===== src/rtl/regfile_dump_reader.sv =====
// regfile_dump_reader: read-side master that sweeps the 32x32 register file
// over an inclusive, wrapping address range and streams each word out with
// its address on a valid/ready interface.
// Optional build macro: REGFILE_DUMP_CHECKSUM_EN adds a running XOR checksum
// output of every word handed to the consumer.
module regfile_dump_reader #(
  parameter int ADDR_W = 5,
  parameter int DATA_W = 32
) (
  input  logic              clk,
  input  logic              rst,
  input  logic              start,
  input  logic [ADDR_W-1:0] first_addr,
  input  logic [ADDR_W-1:0] last_addr,
  output logic [ADDR_W-1:0] rf_raddr,
  input  logic [DATA_W-1:0] rf_rdata,
  input  logic              rf_we,
  output logic [DATA_W-1:0] out_data,
  output logic [ADDR_W-1:0] out_addr,
  output logic              out_valid,
  input  logic              out_ready,
  output logic              busy,
  output logic              done
`ifdef REGFILE_DUMP_CHECKSUM_EN
  ,
  output logic [DATA_W-1:0] checksum
`endif
);

  typedef enum logic [1:0] {
    S_IDLE = 2'd0,
    S_READ = 2'd1,
    S_HOLD = 2'd2,
    S_DONE = 2'd3
  } state_t;

  state_t            r_state;
  state_t            w_state_nxt;
  logic [ADDR_W-1:0] r_cur;
  logic [ADDR_W-1:0] r_end_addr;
  logic [ADDR_W-1:0] r_raddr;
  logic [DATA_W-1:0] r_out_data;
  logic [ADDR_W-1:0] r_out_addr;
  logic              r_out_valid;
  logic              r_busy;
  logic              w_accept;
  logic              w_capture;
  logic              w_xfer;
  logic              w_last;
  logic              w_done;
  logic [ADDR_W-1:0] w_cur_inc;

  // Wrap-around increment is natural: the sum is truncated to ADDR_W bits.
  assign w_cur_inc = r_cur + ADDR_W'(1);
  assign w_last    = (r_cur == r_end_addr);

  // Next-state decode and per-state control strobes.
  always_comb begin
    // NOTE: every signal written here gets a default first so no path leaves
    // it unassigned, which would otherwise infer a latch.
    w_state_nxt = r_state;
    w_accept    = 1'b0;
    w_capture   = 1'b0;
    w_xfer      = 1'b0;
    w_done      = 1'b0;
    case (r_state)
      S_IDLE: begin
        if (start) begin
          w_accept    = 1'b1;
          w_state_nxt = S_READ;
        end
      end
      S_READ: begin
        // Read data floats while the datapath writes; wait it out.
        if (!rf_we) begin
          w_capture   = 1'b1;
          w_state_nxt = S_HOLD;
        end
      end
      S_HOLD: begin
        if (r_out_valid && out_ready) begin
          w_xfer      = 1'b1;
          w_state_nxt = w_last ? S_DONE : S_READ;
        end
      end
      S_DONE: begin
        w_done      = 1'b1;
        w_state_nxt = S_IDLE;
      end
      default: w_state_nxt = S_IDLE;
    endcase
  end

  // State register.
  always_ff @(posedge clk or posedge rst) begin
    // NOTE: clocked state uses non-blocking assignments so every register
    // samples pre-edge values regardless of statement order.
    if (rst) r_state <= S_IDLE;
    else     r_state <= w_state_nxt;
  end

  // Address sweep, word capture and output handshake registers.
  always_ff @(posedge clk or posedge rst) begin
    if (rst) begin
      r_cur       <= '0;
      r_end_addr  <= '0;
      r_raddr     <= '0;
      r_out_data  <= '0;
      r_out_addr  <= '0;
      r_out_valid <= 1'b0;
      r_busy      <= 1'b0;
    end else begin
      if (w_accept) begin
        r_cur      <= first_addr;
        r_end_addr <= last_addr;
        r_raddr    <= first_addr;
        r_busy     <= 1'b1;
      end
      if (w_capture) begin
        r_out_data  <= rf_rdata;
        r_out_addr  <= r_cur;
        r_out_valid <= 1'b1;
      end
      if (w_xfer) begin
        r_out_valid <= 1'b0;
        if (!w_last) begin
          r_cur   <= w_cur_inc;
          r_raddr <= w_cur_inc;
        end
      end
      if (r_state == S_DONE) r_busy <= 1'b0;
    end
  end

`ifdef REGFILE_DUMP_CHECKSUM_EN
  logic [DATA_W-1:0] r_checksum;

  // Running XOR of every word the consumer accepts; held after the dump.
  always_ff @(posedge clk or posedge rst) begin
    if (rst)         r_checksum <= '0;
    else if (w_accept) r_checksum <= '0;
    else if (w_xfer)   r_checksum <= r_checksum ^ r_out_data;
  end

  assign checksum = r_checksum;
`endif

  assign rf_raddr  = r_raddr;
  assign out_data  = r_out_data;
  assign out_addr  = r_out_addr;
  assign out_valid = r_out_valid;
  assign busy      = r_busy;
  assign done      = w_done;

endmodule

===== config.mk =====
export PLATFORM = sky130hd
export DESIGN_NAME = regfile_dump_reader
export DESIGN_NICKNAME = d
export VERILOG_FILES = /design/src/rtl/regfile_dump_reader.sv
export SDC_FILE = /design/constraint.sdc
export NUM_CORES = 1
export LEC_CHECK = 0
export ABC_CLOCK_PERIOD_IN_PS = 1900
export BUFFER_PORTS_ARGS = -buffer_cell sky130_fd_sc_hd__buf_2
export CAP_MARGIN = 20
export CORE_AREA = 2 2 103 55
export CTS_CLUSTER_DIAMETER = 150
export DETAILED_ROUTE_END_ITERATION = 12
export DIE_AREA = 0 0 105 57
export PLACE_DENSITY = 0.82
export SYNTH_ARGS = -nofsm -noshare
export SYNTH_HDL_FRONTEND = slang
export SYNTH_SLANG_ARGS = --single-unit

===== constraint.sdc =====
create_clock -name clk -period 1.9 [get_ports clk]
set_input_delay 0.19 -clock clk [delete_from_list [all_inputs] [get_ports clk]]
set_output_delay 0.19 -clock clk [all_outputs]
set_load 0.02 [all_outputs]

-- Word-level counts from Yosys, hierarchy flattened
Index checks and enable logic that the tools add are counted.
- bits in registers: 56
- output and inout port bits: 45
- bits of input ports: 47
- logic and storage cells: 43
- multiplexer cells: 22
- equal/unequal tests: 7
- reductions and logical operators: 5
- $add $sub $neg: 1
- operators with widths (cell ; count):
    $mux 5 ; 6
    $mux 1 ; 11
    $mux 2 ; 4
    $pmux 2 s4 ; 1
    $ne 2x2->1 const B ; 3
    $add 5x1->5 const B ; 1
    $eq 5x5->1 ; 1
    $eq 2x2->1 const B ; 2
    $reduce_bool 2->1 ; 2
    $reduce_and 3->1 ; 1
    $eq 2x1->1 const B ; 1
    $logic_not 2->1 ; 1
    $logic_and 1x1->1 ; 1

-- Depth between registers and ports, before layout
- depth in word-level cells: 5
- depth in mapped cells: 7
- mapped depth without buffers: 5

-- Worst setup path before layout
No wires, ideal clock.
- kind: register -> register
- start point: reg r_state[1]
- end point: reg r_out_data[10] (netlist: out_data[10])
- library setup time: 125 ps
- cell stages (with the launch flop): 6
- slack: 399 ps
- data arrival time: 1376 ps
- clock period less this slack: 1501 ps
- required time: 1775 ps
- path buffers: 2
- cells stage by stage: dfrtp_1 > nor2_1 > and2_1 > buf_2 > buf_4 > mux2_2
- cells in the longest elaborated chain, start to end: 2
- ends and longest elaborated chain (item ; line ; source):
    start: declaration ; 37 ; state_t r_state;
    start signal: assignment ; 99 ; else r_state <= w_state_nxt;
    $eq 2x1->1 ; 66 ; case (r_state)
    $mux 1 ; 66 ;
    end signal: assignment ; 120 ; r_out_data <= rf_rdata;
    end: declaration ; 42 ; logic [DATA_W-1:0] r_out_data;
No other way between the ends.
A chain may end at the register's enable or synchronous reset.

-- Worst setup path after layout
- start point: reg r_state[1]
- end point: reg r_cur[0]
- cells in the longest elaborated chain, start to end: 5
- elaborated cells between the ends (all ways): 7
- those cells by class: 1 x eq/ne; 5 x mux; 1 x reduce/logical
- ends and longest elaborated chain (item ; line ; source):
    $logic_not 2->1 ; 66 ;
    $mux 1 ; 66 ;
    $mux 5 ; 113 ; if (w_accept) begin
    $mux 5 ; 126 ; if (!w_last) begin
    $mux 5 (*) ; 124 ; if (w_xfer) begin
    end signal: assignment ; 114 ; r_cur <= first_addr;
    end signal: assignment ; 127 ; r_cur <= w_cur_inc;
    end: declaration ; 39 ; logic [ADDR_W-1:0] r_cur;
Every way passes the cells marked *; elsewhere a longest branch is shown, timed or not.

==> run metrics <==
Reg area roughly 1400 µm²; insertion delay to the later sink of the worst-skew pair about 0.30 ns; #FFs+latches synth 56; syn nets approximately 230; crit path buf inv count 0; Post-CTS Setup Bufs 0; critical path class flip-flop to flip-flop; CTS clk-pin slew, worst paths approximately 0.09 ns; fmax 0.5962 GHz; non-filler cells, final approximately 360; # rows 19; Tightest Pin Transition ~0.64 ns; I/O pins between 90 and 100; Initial Util 46.11%; number of max-cap violations 0; synthesis-to-layout area growth 27.33%; Design Area, Final ~3000 µm²; global-route wire length before repair around 8300 µm; gr usage total a little under a fifth; status complete, no violations; Yosys warnings 0; Worst EP required roughly 2.0 ns; Final TNS setup 0 ns; largest net degree at the start of global routing 38; crit share post-route 88.28%; Int Power roughly 0.0031 W; die span in y 57 µm; vias in the first global route between 1500 and 2000; drt via density 4.829; Filler cells between 400 and 500; sw frac a little over 40%; cell family with most CP delay simple AND/OR/NAND/NOR gates; WL/cell 13.86 µm; area of the multi-input gates 910.9 µm²; worst setup margin between 0.2 and 0.25 ns; port buffer count 91; Startpoint Class flip-flop; P per Cell Area 1749 nW/µm²; Max-slew headroom 57.30%; Root Buffer clkbuf_8; # setup viols final 0; detailed placement HPWL between 3000 and 4000 µm; share of the core filled with cells about three fifths; Clk pwr share a little under an eighth; Max FO, Critical Path 16; commonest cells after routing, fill and taps aside buf_2 (91), dfrtp_1 (56), mux2_2 (37); clock skew around 0.0055 ns; WL final between 4000 and 5000 µm; Final min period approximately 1.7 ns; DR pass1 iterations 4; CTS tree built; combinational share of power between 40% and 50%; Seq/Total Area, Yosys about 59%; RSZ-0062 raised after global routing no; Final Hold Vio Count 0; CP Capture Type flip-flop; most common cell after layout, fill and taps aside buf_2; fraction of layout cells with a size suffix above 1 roughly 53%; placed cell count approximately 350; initial antenna violation count 0; DRC 0; max-slew violation count 0; GPL Wtd Cong 0.8995; Synth cell types 36; Clock Path Buffers 2; Post-Syn Instances 186; Pleak about 1.5 nW; Hold Crit Class input port to flip-flop; area of the mapped netlist 2390 µm²; # diodes 0; # H-tree levels 2; Seq pwr share between 40% and 50%; Core ar. about 5200 µm²; Detail Route Antenna Nets 0; CP peak stage delay 0.45 ns; CP max-delay cell dfrtp_1; nets@finish 332; die width between 100 and 150 µm; syn avg cell area around 13 µm²; number of DRC markers in iteration 0 a little under 60; Psw between 0.002 and 0.0025 W; placed cell area 2952 µm²; clk sinks 56; die area 5985 µm²; Vias about 1700; critical path, cell by cell nor2b_1 > nand2b_1 > o211ai_1 > o21ai_0; pre-CTS WS 0.2651 ns; maximum VDD drop ~0.90 mV; grt total ovfl 0; Critical Path AT 1.82 ns; TritonCTS Buffers 5
## power by group through the flow
| stage | Sequential (W) | Combinational, W | Clock, W |
|---|---|---|---|
| after floorplan | 0.00273 | 0.00117 | 0 |
| after global placement | 0.00212 | 0.00255 | 0 |
| after detailed placement | 0.00216 | 0.00259 | 0 |
| after CTS | 0.00214 | 0.00260 | 0.000635 |
| after global routing | 0.00222 | 0.00278 | 0.000698 |
| final | 0.00214 | 0.00258 | 0.000610 |
## per-stage QoR
step | power [W] | hold slack, ns
after detailed placement | 0.004747 | 0.2260
after floorplan | 0.003906 | 0.2954
after global routing | 0.005697 | 0.07678
final | 0.005323 | 0.08311
after global placement | 0.004670 | 0.2231
after CTS | 0.005374 | 0.07495
## cell usage after synthesis
cell	count	area share, %
a211oi_1	1	0.31
a21oi_1	8	1.7
a311oi_1	1	0.37
a31oi_1	2	0.52
a31oi_2	1	0.52
and2_1	3	0.79
and3_1	1	0.26
buf_2	3	0.63
buf_4	2	0.63
buf_6	2	0.94
clkbuf_2	1	0.21
clkbuf_8	1	0.58
dfrtp_1	56	59
ha_1	1	0.52
inv_1	2	0.31
mux2_2	37	17
nand2_1	25	3.9
nand2b_1	2	0.52
nand3_1	2	0.42
nand3_2	1	0.42
nand3b_1	2	0.63
nor2_1	9	1.4
nor2_2	1	0.26
nor2b_1	2	0.52
nor3_1	1	0.21
o211ai_1	3	0.94
o21ai_0	3	0.63
o21bai_1	1	0.31
o311ai_1	1	0.37
o31a_1	1	0.37
o31ai_4	1	0.89
or3_1	1	0.26
xnor2_1	4	1.5
xnor2_2	1	0.68
xor2_1	2	0.73
xor2_2	1	0.68
## worst paths after layout
kind                       slack (ns)          from  cells past startpoint             to
setup / recovery                 0.22    r_state[1]                      4       r_cur[0]
hold / removal                   0.08  last_addr[1]                      3  r_end_addr[1]
setup reg to reg                 0.22    r_state[1]                      4       r_cur[0]
hold reg to reg                  0.51  out_data[10]                      1   out_data[10]
max in group asynchronous        0.93           rst                      4   out_data[15]
min in group asynchronous        0.43           rst                      3   out_data[23]
## state kept, by name (all words and copies together) (netlist names)
register / cells
r_state: 2
out_valid: 1
r_end_addr: 5
busy: 1
r_cur: 5
rf_raddr: 5
out_data: 32
out_addr: 5
## cell type report
type	count	area share (%)
clock buffer	5	2.262
clock inverter	2	0.4112
inverter	2	0.2467
multi-input combinational	119	29.93
sequential	56	46.05
tap	73	3.002
timing repair buffer	100	18.09
## timing repair
item | CTS | global route
hold endpoints to repair | 19 | 0
resized for setup | 0 | 0
hold buffers | 1 | 0
## layer usage
metal	vias to the layer above	global-route usage, %	routed length, µm
li1	831	-	-
met1	815	26.79	2423
met2	74	25.88	2071
met3	4	5.943	429
met4	0	4.000	23
met5	-	0	0
## worst reg2reg max path, stage by stage, from the launching register on
cell and delay, ns:
dfrtp_1 0.45, nor2b_1 0.20, nand2b_1 0.38, o211ai_1 0.31, o21ai_0 0.19
## cells by family (layout without fill, tap and decap cells)
group,count (synthesis),count (layout),share of synthesized area (%)
AO/OA/AOI/OAI,23,23,6.911
XOR/XNOR,8,8,3.561
adder cells (fa/ha/maj),1,1,0.5235
buffers and inverters,11,109,3.298
flip-flops,56,56,58.64
multiplexers,37,37,17.43
AND/OR/NAND/NOR,50,50,9.633
(Power assumes the default switching activity.)
